--- config.mk ---
export PLATFORM = sky130hd
export DESIGN_NAME = loop_index_sequencer
export DESIGN_NICKNAME = d
export VERILOG_FILES = /design/src/rtl/loop_seq_pkg.sv /design/src/rtl/loop_level.sv /design/src/rtl/loop_index_sequencer.sv
export SDC_FILE = /design/constraint.sdc
export NUM_CORES = 1
export LEC_CHECK = 0
export CAP_MARGIN = 20
export CORE_MARGIN = 8
export CORE_UTILIZATION = 54
export CTS_BUF_LIST = sky130_fd_sc_hd__clkbuf_8
export DETAILED_ROUTE_END_ITERATION = 8
export GPL_ROUTABILITY_DRIVEN = 0
export GPL_TIMING_DRIVEN = 0
export HOLD_SLACK_MARGIN = 0.06
export MAX_ROUTING_LAYER = met4
export PLACE_DENSITY = 0.88
export SLEW_MARGIN = 20
export SYNTH_ARGS = -nofsm -noshare
export SYNTH_HDL_FRONTEND = slang
export SYNTH_SLANG_ARGS = --single-unit
--- constraint.sdc ---
create_clock -name clk -period 3.2 [get_ports clk]
set_input_delay 0.64 -clock clk [delete_from_list [all_inputs] [get_ports clk]]
set_output_delay 0.64 -clock clk [all_outputs]
set_load 0.005 [all_outputs]
--- src/rtl/loop_seq_pkg.sv ---
// Shared types and defaults for the i/j/k loop index sequencer.
// Levels are numbered innermost first: 0 = k, 1 = j, 2 = i.
package loop_seq_pkg;

    localparam int W_DEF    = 8;
    localparam int N_LEVELS = 3;

    typedef enum logic [1:0] {
        ST_IDLE  = 2'd0,
        ST_CLEAR = 2'd1,
        ST_RUN   = 2'd2,
        ST_DONE  = 2'd3
    } state_e;

endpackage

--- src/rtl/loop_level.sv ---
// One loop level: latched trip count plus a shadow copy of the external
// counter register, driven by the same clear/increment strobes it emits.
module loop_level
    import loop_seq_pkg::*;
#(
    parameter int W = W_DEF
) (
    input  logic         clk,
    input  logic         reset,
    input  logic         load_i,
    input  logic [W-1:0] bound_val_i,
    input  logic         clear_i,
    input  logic         advance_i,
    output logic [W-1:0] idx_o,
    output logic         last_o,
    output logic         inc_o,
    output logic         clr_o
);

    logic [W-1:0] bound_q;
    logic [W-1:0] bound_d;
    logic [W-1:0] idx_q;
    logic [W-1:0] idx_d;

    // A zero bound never reaches RUN, so the wrap of bound_q - 1 is harmless.
    assign last_o = (idx_q == (bound_q - W'(1)));
    assign inc_o  = advance_i && !last_o;
    assign clr_o  = clear_i || (advance_i && last_o);
    assign idx_o  = idx_q;

    always_comb begin
        bound_d = bound_q;
        if (load_i) begin
            bound_d = bound_val_i;
        end
    end

    always_comb begin
        idx_d = idx_q;
        if (clr_o) begin
            idx_d = '0;
        end else if (inc_o) begin
            idx_d = idx_q + W'(1);
        end
    end

    always_ff @(posedge clk) begin
        if (reset) begin
            bound_q <= '0;
            idx_q   <= '0;
        end else begin
            bound_q <= bound_d;
            idx_q   <= idx_d;
        end
    end

endmodule

--- src/rtl/loop_index_sequencer.sv ---
// Sequences three external clear/increment counter registers as a nested
// i/j/k loop, presenting one iteration per non-stalled RUN cycle.
module loop_index_sequencer
    import loop_seq_pkg::*;
#(
    parameter int W = W_DEF
) (
    input  logic         clk,
    input  logic         reset,
    input  logic         start,
    input  logic [W-1:0] bound_i,
    input  logic [W-1:0] bound_j,
    input  logic [W-1:0] bound_k,
    input  logic         stall,
    output logic         clr_i,
    output logic         clr_j,
    output logic         clr_k,
    output logic         inc_i,
    output logic         inc_j,
    output logic         inc_k,
    output logic [W-1:0] idx_i,
    output logic [W-1:0] idx_j,
    output logic [W-1:0] idx_k,
    output logic         iter_valid,
    output logic         busy,
    output logic         done
);

    state_e state_q;
    state_e state_d;

    logic                load;
    logic                clear_all;
    logic                bound_zero;
    logic [N_LEVELS-1:0] adv;
    logic [N_LEVELS-1:0] last;
    logic [N_LEVELS-1:0] inc;
    logic [N_LEVELS-1:0] clr;
    logic [W-1:0]        bound_arr [N_LEVELS];
    logic [W-1:0]        idx_arr   [N_LEVELS];

    assign bound_arr[0] = bound_k;
    assign bound_arr[1] = bound_j;
    assign bound_arr[2] = bound_i;
    assign bound_zero   = (bound_i == '0) || (bound_j == '0) || (bound_k == '0);

    always_ff @(posedge clk) begin
        if (reset) begin
            state_q <= ST_IDLE;
        end else begin
            state_q <= state_d;
        end
    end

    always_comb begin
        state_d = state_q;
        case (state_q)
            ST_IDLE: begin
                if (start) begin
                    state_d = bound_zero ? ST_DONE : ST_CLEAR;
                end
            end
            ST_CLEAR: state_d = ST_RUN;
            ST_RUN: begin
                if (adv[N_LEVELS-1] && last[N_LEVELS-1]) begin
                    state_d = ST_DONE;
                end
            end
            ST_DONE:  state_d = ST_IDLE;
            default:  state_d = ST_IDLE;
        endcase
    end

    // Everything is forced quiet while reset is held, whatever state_q holds.
    always_comb begin
        load       = 1'b0;
        clear_all  = 1'b0;
        iter_valid = 1'b0;
        busy       = 1'b0;
        done       = 1'b0;
        if (!reset) begin
            load       = (state_q == ST_IDLE) && start;
            clear_all  = (state_q == ST_CLEAR);
            iter_valid = (state_q == ST_RUN) && !stall;
            busy       = (state_q != ST_IDLE);
            done       = (state_q == ST_DONE);
        end
    end

    // An outer level advances only when every inner level wraps this cycle.
    assign adv[0] = iter_valid;

    generate
        for (genvar gi = 1; gi < N_LEVELS; gi++) begin : g_chain
            assign adv[gi] = adv[gi-1] && last[gi-1];
        end

        for (genvar gi = 0; gi < N_LEVELS; gi++) begin : g_level
            loop_level #(
                .W(W)
            ) u_level (
                .clk        (clk),
                .reset      (reset),
                .load_i     (load),
                .bound_val_i(bound_arr[gi]),
                .clear_i    (clear_all),
                .advance_i  (adv[gi]),
                .idx_o      (idx_arr[gi]),
                .last_o     (last[gi]),
                .inc_o      (inc[gi]),
                .clr_o      (clr[gi])
            );
        end
    endgenerate

    assign clr_k = clr[0];
    assign clr_j = clr[1];
    assign clr_i = clr[2];
    assign inc_k = inc[0];
    assign inc_j = inc[1];
    assign inc_i = inc[2];
    assign idx_k = idx_arr[0];
    assign idx_j = idx_arr[1];
    assign idx_i = idx_arr[2];

endmodule

Word level (Yosys, flattened, before mapping). Index checks and enable logic that the tools add are counted.

Output and inout bits: 33. Flip-flop bits (word level): 50. Input port bits: 28.

Equality and inequality tests: 8. Multiplexer cells: 9. Reduce and logical (&&, ||, !) cells: 26. Add/subtract/negate cells: 6.

Operators by type and width (count): $add A8 B1 Y8 const B (3); $eq A8 B8 Y1 (3); $logic_not A8 Y1 (3); $sub A8 B1 Y8 const B (3); $logic_and A1 B1 Y1 (8); $pmux W2 S4 (1); $mux W2 (3); $reduce_or A2 Y1 (3); $logic_or A1 B1 Y1 (5); $mux W1 (5); $eq A2 B2 Y1 const B (2); $logic_not A1 Y1 (4); $ne A2 B2 Y1 const B (2); $eq A2 B1 Y1 const B (1); $logic_not A2 Y1 (1); $reduce_and A2 Y1 (1); $reduce_bool A2 Y1 (1).

Depth between registers and ports, before layout. Gate-level depths: netlist (run 1).

Depth after elaboration: 8. Depth in mapped cells: 11. Gate-level depth less buffers: 10.

Modules after synthesis. A second synthesis (run 1) with hierarchy kept.

Cell total of the unflattened synthesis: 364. Area total of the unflattened synthesis: 3143.0 um^2.

Modules (own cells, without submodules): loop_level (area each 948.4 um^2, seq. area each 320.3 um^2, cells each 109, instances 3); loop_index_sequencer (area each 297.8 um^2, seq. area each 40.0 um^2, cells each 37, instances 1).

Worst setup path after synthesis (run 1). Ideal clock, no wire load.

Path kind: reg2out. From: register g_level[1].u_level.bound_q[0]. To: output clr_i. Stages on the path, launching flop included: 9. Data required time: 2.560 ns. Arrival: 2.158 ns. Setup slack: 0.402 ns. Buffers on the path: 0. Path through: dfxtp_1 -> inv_1 -> ha_1 -> nor2b_1 -> or3_1 -> a31o_2 -> nor3_4 -> nand4_1 -> o21ai_0.

Cells in the longest elaborated chain, start to end: 5.

RTL lines: from (decl) (RTL line loop_level.sv:20) `logic [W-1:0] bound_q;`; from (signal assigned) (RTL line loop_level.sv:52) `bound_q <= bound_d;`; $sub A8 B1 Y8 (RTL line loop_level.sv:26) `assign last_o = (idx_q == (bound_q - W'(1)));`; $eq A8 B8 Y1 (RTL line loop_level.sv:26); $logic_and A1 B1 Y1 (RTL line loop_index_sequencer.sv:95) `assign adv[gi] = adv[gi-1] && last[gi-1];`; $logic_and A1 B1 Y1 (RTL line loop_level.sv:28) `assign clr_o = clear_i || (advance_i && last_o);`; $logic_or A1 B1 Y1 (RTL line loop_level.sv:28); to (decl) (RTL line loop_index_sequencer.sv:15) `output logic clr_i,`.

No other way between the ends.

Worst setup path after layout (run 1).
From: register g_level[0].u_level.bound_q[1]. To: output clr_j.

Cells in the longest elaborated chain, start to end: 5.

RTL lines: from (decl) (RTL line loop_level.sv:20); from (signal assigned) (RTL line loop_level.sv:52); $sub A8 B1 Y8 (RTL line loop_level.sv:26); $eq A8 B8 Y1 (RTL line loop_level.sv:26); $logic_and A1 B1 Y1 (RTL line loop_index_sequencer.sv:95); $logic_and A1 B1 Y1 (RTL line loop_level.sv:28); $logic_or A1 B1 Y1 (RTL line loop_level.sv:28); to (decl) (RTL line loop_index_sequencer.sv:16) `output logic clr_j,`.

No other way between the ends.

==> flow_summary.yaml, run 1 <==
hold_path:
  hold-path-endpoint: "g_level[2].u_level.bound_q[7]"
  hold_removal_path_class: "reg -> reg"
  worst_hold_path.num_cells: 2
  hold_wc_startpoint: "g_level[2].u_level.bound_q[7]"
sta:
  max_freq_ghz: 0.317
  finalMaxSlewViolations: 0
  fin_crit_sh_pct: 98.5
  unrepaired_setup_endpoints_after_global_routing: "true"
  timing.final.crit_period_ns: 3.15
  final.setup_skew_ns: 0.00948
  tightestPinTransition_ns: 0.526
  finalSetupViolations: 0
  slew_headroom_pct: 64.9
  hold_viol_final: 0
  worst_hold_slack_ns: 0.474
worst_setup_path:
  worst_r2r_endpoint: "state_q[1]"
  worstSetupEndpointType: "output pin"
  critical_path.reg2reg.startpoint: "g_level[0].u_level.bound_q[1]"
  timing.reg2reg.setup_slack_ns: 0.46
  timing.critical_path.required_ns: 2.56
  reg2regPathDepth: 11
  timing.critical_path.arrival_ns: 2.51
  crit_path_start_kind: "register"
  critical_setup_path_class: "reg -> out"
  cp_max_fo: 5
routing:
  post_drt_via_cell_ratio: 6.05
  drt_first_iter_violations: 265
  drt.antenna.violating_nets: 0
  drc_errors: 0
  routed-via-count: 3381
  drt-pass1-iter-count: 5
  drt-total-wl_um: 9570
  post_drt_wl_per_cell_um: 17.1
yosys:
  synth-edff-count: 0
  syn_area_mm2: 0.00311
  synth.most_common_cell: "sky130_fd_sc_hd__nand2_1"
  synthDistinctLibCells: 58
  synth.avg_cell_area_um2: 7.77
  synthTopCellsByArea: "sky130_fd_sc_hd__dfxtp_1 (32%), sky130_fd_sc_hd__nand2_1 (8.1%), sky130_fd_sc_hd__a21oi_1 (7.9%)"
  commonest_cells_in_the_netlist: "sky130_fd_sc_hd__nand2_1 (67), sky130_fd_sc_hd__dfxtp_1 (50), sky130_fd_sc_hd__a21oi_1 (49)"
  ys_warn_count: 0
  synth.top_cell.area_share_pct: 32.2
  synth_area_leader_cell: "sky130_fd_sc_hd__dfxtp_1"
  synth_nets: 438
  synthesis.instances: 400
  synthArstFlopShare_pct: 0
  synth-main-ff-cell: "sky130_fd_sc_hd__dfxtp_1"
  synth.yosys.seq_area_share_pct: 32.2
  ys_seq_elements: 50
floorplanning:
  ios: 61
  placeableCoreArea_mm2: 0.00554
  die_height_um: 91.9
  overall_die_width_um: 91.9
  fp.dieArea_mm2: 0.00844
  floorplan.rows: 27
  floorplan.initialDensity_pct: 56.1
clock_network:
  clock_tree_from_tritoncts: "yes"
  cts.clk_slew.worst_paths_ns: 0.10
  htree_levels: 2
  worst_skew_pair.late_latency_ns: 0.32
  cts.path.max_buffers: 2
  cts_root_buffer: "sky130_fd_sc_hd__clkbuf_8"
  cts_made_buffers: 5
  cts_num_sinks: 50
power_and_ir_drop:
  power_density_mw_per_mm2: 543
  leakagePower_nw: 1.55
  design_power_total_mw: 2.29
  vdd.ir_drop.worst_mv: 0.326
cells_and_area:
  share_of_cells_above_drive_strength_1_pct: 16.2
  layout.cells.non_filler: 559
  antenna_cells: 0
  fill_cells: 388
  area_growth_from_synthesis_to_final_layout_pct: 35.8
  finalNetCount: 524
global_routing:
  globalRouteTotalUtil_pct: 22.7
  antenna_found_initial: 0
  largest_net_degree_at_the_start_of_global_routing: 16
  first_global_vias: 3290
  grt_first_pass_wirelength_um: 15600
  gr-total-overflow: 0
placed_design:
  placement.io_buffers: 60
  place.detailed.instances: 532
  post_dp_hpwl_um: 6520
run:
  maxCapViolCount: 0
status:
  run_status: "complete, no violations"
[cells in the final DEF, fill, tap and decap left out, drive strengths merged, types with 2 or more instances in the layout]
| cell type | count |
|---|---|
| nor2b | 6 |
| mux2i | 2 |
| or3 | 7 |
| xnor2 | 19 |
| ha | 10 |
| a21boi | 2 |
| nand4 | 7 |
| clkbuf | 18 |
| a21oi | 49 |
| o211ai | 2 |
| and3 | 8 |
| nand4b | 2 |
| nor3b | 3 |
| nor2 | 22 |
| a32oi | 2 |
| nand3b | 2 |
| dfxtp | 50 |
| and2 | 3 |
| o31ai | 2 |
| inv | 17 |
| nor3 | 8 |
| buf | 28 |
| a211oi | 6 |
| nor4 | 9 |
| and4 | 2 |
| xor2 | 15 |
| clkdlybuf4s50 | 54 |
| or4 | 5 |
| a31o | 2 |
| nand3 | 19 |
| nand2 | 67 |
| o21ai | 16 |
| or3b | 5 |
[worst max path at each step]
stage	from	endpoint	slack, ns	cells past startpoint
after floorplan	g_level[1].u_level.bound_q[0]	clr_i	0.40	8
after global placement	g_level[1].u_level.bound_q[0]	clr_i	-0.52	9
after detailed placement	g_level[0].u_level.bound_q[0]	clr_i	-0.59	10
after CTS	g_level[0].u_level.bound_q[0]	clr_k	0.01	10
after global routing	g_level[0].u_level.bound_q[1]	clr_j	-0.05	11
final	g_level[0].u_level.bound_q[1]	clr_j	0.05	10
[per-stage QoR]
| step | utilization [%] | area [um^2] | setup TNS, ns | setup slack (ns) |
|---|---|---|---|---|
| after floorplan | - | 3110 | 0 | 0.402 |
| after global placement | 68.6 | 3800 | -1.52 | -0.521 |
| after detailed placement | 68.6 | 3800 | -1.97 | -0.589 |
| after CTS | 75.1 | 4160 | 0 | 0.0131 |
| after global routing | 76.2 | 4220 | -0.113 | -0.0540 |
| final | 76.2 | 4220 | 0 | 0.0473 |
[layout make-up]
type / count / area (um^2) / area share (%)
multi-input combinational: 316 / 2100 / 49.8
sequential: 50 / 1020 / 24.1
timing repair buffer: 81 / 747 / 17.7
buffer: 16 / 93.8 / 2.22
tap: 72 / 90.1 / 2.13
clock buffer: 5 / 68.8 / 1.63
inverter: 16 / 60.1 / 1.42
clock inverter: 3 / 41.3 / 0.978
[logic make-up (layout without fill, tap and decap cells)]
logic type | count (synthesis) | in the layout | synth area share, %
flops | 50 | 50 | 32.2
mux | 2 | 2 | 0.644
xor+xnor | 34 | 34 | 9.58
compound gates | 91 | 91 | 18.2
fa+ha+maj | 10 | 10 | 4.03
simple gates | 179 | 179 | 30.9
buf+inv | 34 | 121 | 4.43
[layer usage]
| metal | vias up | global-route usage, % | wire, um |
|---|---|---|---|
| met5 | - | - | 0 |
| met4 | 0 | 8.99 | 284 |
| met3 | 31 | 4.73 | 666 |
| met2 | 166 | 38.7 | 4810 |
| met1 | 1594 | 25.3 | 3800 |
| li1 | 1590 | - | - |
[timing repair]
action,CTS,global route
hold buffers,0,0
gates resized for setup,43,20
endpoints found under the setup margin,7,6
gates cloned,0,0
pin swaps,7,11
buffers inserted,17,4
[state kept, by name (all words and copies together), names as in the netlist]
name                     flops
g_level.u_level.bound_q     24
state_q                      2
g_level.u_level.idx_o       24
[report_power, final]
group          total [mW]  leakage, nW  internal, mW  switching (mW)
clock               0.454       0.0556         0.230           0.224
combinational        1.05         1.09         0.458           0.596
sequential          0.785        0.410         0.695          0.0903
[worst max-delay path: stages, from the launching register on]
cell	delay, ns
sky130_fd_sc_hd__dfxtp_4	0.37
sky130_fd_sc_hd__or4_4	0.56
sky130_fd_sc_hd__nor3_4	0.22
sky130_fd_sc_hd__buf_4	0.14
sky130_fd_sc_hd__nand3_1	0.10
sky130_fd_sc_hd__o31ai_4	0.10
sky130_fd_sc_hd__buf_6	0.15
sky130_fd_sc_hd__nand4_1	0.20
sky130_fd_sc_hd__buf_6	0.20
sky130_fd_sc_hd__nand2_4	0.06
sky130_fd_sc_hd__buf_6	0.09
No activity file was read; power rests on OpenSTA's default activity.
==> run 2, diff against run 1 <==
--- a/config.mk
+++ b/config.mk
@@ -15,6 +15,7 @@
 export HOLD_SLACK_MARGIN = 0.06
 export MAX_ROUTING_LAYER = met4
 export PLACE_DENSITY = 0.88
+export SETUP_SLACK_MARGIN = 0.05
 export SLEW_MARGIN = 20
 export SYNTH_ARGS = -nofsm -noshare
 export SYNTH_HDL_FRONTEND = slang
==> run 2 against run 1 <==
Register-to-register slack got worse by 0.06 ns; global-route usage rose by 0.75 points; final area rose by 1.4%; critical path depth fell by 3; wire length rose by 4.4%; total power rose by 2.8%; clock skew barely moved; via count rose by 2.5%; combinational power rose by 6%; non-clock buffer count fell by 1; first-iteration DRC count fell by 15%; critical endpoint is now clr_i; largest cell class unchanged; largest power group unchanged.
==> flow_summary.yaml, run 2 (same netlist as run 1, synthesis figures left out) <==
routing:
  routed-via-count: 3464
  drt_first_iter_violations: 224
  drt.antenna.violating_nets: 0
  drt-pass1-iter-count: 6
  post_drt_wl_per_cell_um: 17.9
  drc_errors: 0
  drt-total-wl_um: 9990
  post_drt_via_cell_ratio: 6.21
sta:
  finalMaxSlewViolations: 0
  timing.final.crit_period_ns: 3.17
  tightestPinTransition_ns: 0.519
  hold_viol_final: 0
  slew_headroom_pct: 65.4
  fin_setup_tns_ns: 0
  max_freq_ghz: 0.315
  final.setup_skew_ns: 0.00964
  unrepaired_setup_endpoints_after_global_routing: "true"
  fin_crit_sh_pct: 99.1
  finalSetupViolations: 0
cells_and_area:
  layout.cells.non_filler: 558
  area_growth_from_synthesis_to_final_layout_pct: 37.6
  commonest_cells_after_routing_fill_and_taps_aside: "sky130_fd_sc_hd__nand2_1 (66), sky130_fd_sc_hd__clkdlybuf4s50_1 (54), sky130_fd_sc_hd__a21oi_1 (48), sky130_fd_sc_hd__dfxtp_1 (44), sky130_fd_sc_hd__nor2_1 (21)"
  finalNetCount: 523
  antenna_cells: 0
  post_route_design_area_mm2: 0.00428
  layout.core_utilization_pct: 77.2
  mostFrequentLayoutCell: "sky130_fd_sc_hd__nand2_1"
  share_of_cells_above_drive_strength_1_pct: 17.1
worst_setup_path:
  cp_max_fo: 7
  crit_path_start_kind: "primary input"
  timing.critical_path.arrival_ns: 2.53
  worstSetupEndpointType: "output pin"
  worstSetupStartpoint: "reset"
  timing.critical_path.required_ns: 2.56
  critical_setup_path_class: "in -> out"
  critical_path.reg2reg.startpoint: "state_q[0]"
global_routing:
  first_global_vias: 3411
  gr-total-overflow: 0
  grt_first_pass_wirelength_um: 16000
  antenna_found_initial: 0
  globalRouteTotalUtil_pct: 23.4
  largest_net_degree_at_the_start_of_global_routing: 16
clock_network:
  cts_hold_repair.buffers: 0
  htree_levels: 2
  cts_made_buffers: 5
  cts_num_sinks: 50
  cts_root_buffer: "sky130_fd_sc_hd__clkbuf_8"
  cts.path.max_buffers: 2
  cts.clk_slew.worst_paths_ns: 0.10
  clock_tree_from_tritoncts: "yes"
  worst_skew_pair.late_latency_ns: 0.32
hold_path:
  hold_wc_startpoint: "g_level[2].u_level.bound_q[7]"
  hold_removal_path_class: "reg -> reg"
floorplanning:
  placeableCoreArea_mm2: 0.00554
  ios: 61
  fp.dieArea_mm2: 0.00844
  floorplan.rows: 27
  die_height_um: 91.9
  overall_die_width_um: 91.9
  floorplan.initialDensity_pct: 56.1
placed_design:
  place.detailed.instances: 532
  post_dp_hpwl_um: 6520
  placement.io_buffers: 60
  post_dp_cell_area_mm2: 0.00380
power_and_ir_drop:
  vdd.ir_drop.worst_mv: 0.337
  total_switching_power_uw: 946
  power_density_mw_per_mm2: 551
  clockPowerShare_pct: 19.4
  p_seq_share_pct: 33.5
  p_int_mw: 1.41
  p_sw_share_pct: 40.2
  leakagePower_nw: 1.57
  p_comb_share_pct: 47.1
  design_power_total_mw: 2.36
status:
  run_status: "complete, no violations"
run:
  maxCapViolCount: 0
## run 2: final timing paths
| check | end | slack, ns | depth (start not counted) |
|---|---|---|---|
| max | clr_i | 0.03 | 7 |
| min | g_level[2].u_level.bound_q[7] | 0.47 | 2 |
| max reg2reg | g_level[2].u_level.idx_o[7] | 0.40 | 10 |
| min reg2reg | g_level[2].u_level.bound_q[7] | 0.47 | 2 |
## run 2: cell type report
| cell class | instances | area [um^2] |
|---|---|---|
| inverters | 16 | 60.1 |
| fillers | 362 | 1260 |
| plain buffers | 16 | 96.3 |
| clock buffers | 5 | 68.8 |
| repair buffers | 80 | 761 |
| flip-flops and latches | 50 | 1020 |
| clock inverters | 3 | 41.3 |
| multi-input cells | 316 | 2140 |
| well taps | 72 | 90.1 |
## run 2: worst max-delay path, stage by stage
cell and delay, ns:
sky130_fd_sc_hd__clkdlybuf4s50_1 0.50, sky130_fd_sc_hd__or3_1 0.56, sky130_fd_sc_hd__inv_2 0.24, sky130_fd_sc_hd__nand4_1 0.16
sky130_fd_sc_hd__buf_4 0.18, sky130_fd_sc_hd__o21ai_4 0.12, sky130_fd_sc_hd__buf_2 0.13
## run 2: power groups by stage
stage	combinational, mW	sequential [mW]	clock, mW
floorplan	0.645	0.767	0
global placement	0.828	0.783	0
detailed placement	0.858	0.789	0
CTS	0.994	0.779	0.452
global route	1.20	0.800	0.479
finish	1.11	0.790	0.457
## run 2: per-layer routing
metal  track usage (%)  wire length [um]
met1              24.8              3890
met2              39.1              4920
met3              6.11               805
met4              12.9               371
met5                 -                 0
## run 2: through the flow
stage / hold WS (ns) / worst slack (ns)
4_1_cts: 0.477 / 0.0517
5_1_grt: 0.499 / -0.0769
3_3_place_gp: 0.457 / -0.521
3_5_place_dp: 0.464 / -0.589
6_report: 0.474 / 0.0278
2_1_floorplan: 0.448 / 0.402
## run 2: timing repair
| item | CTS | global route |
|---|---|---|
| pin swaps | 11 | 12 |
| setup buffers | 20 | 1 |
| endpoints found under the setup margin | 7 | 8 |
| gates resized for setup | 51 | 24 |
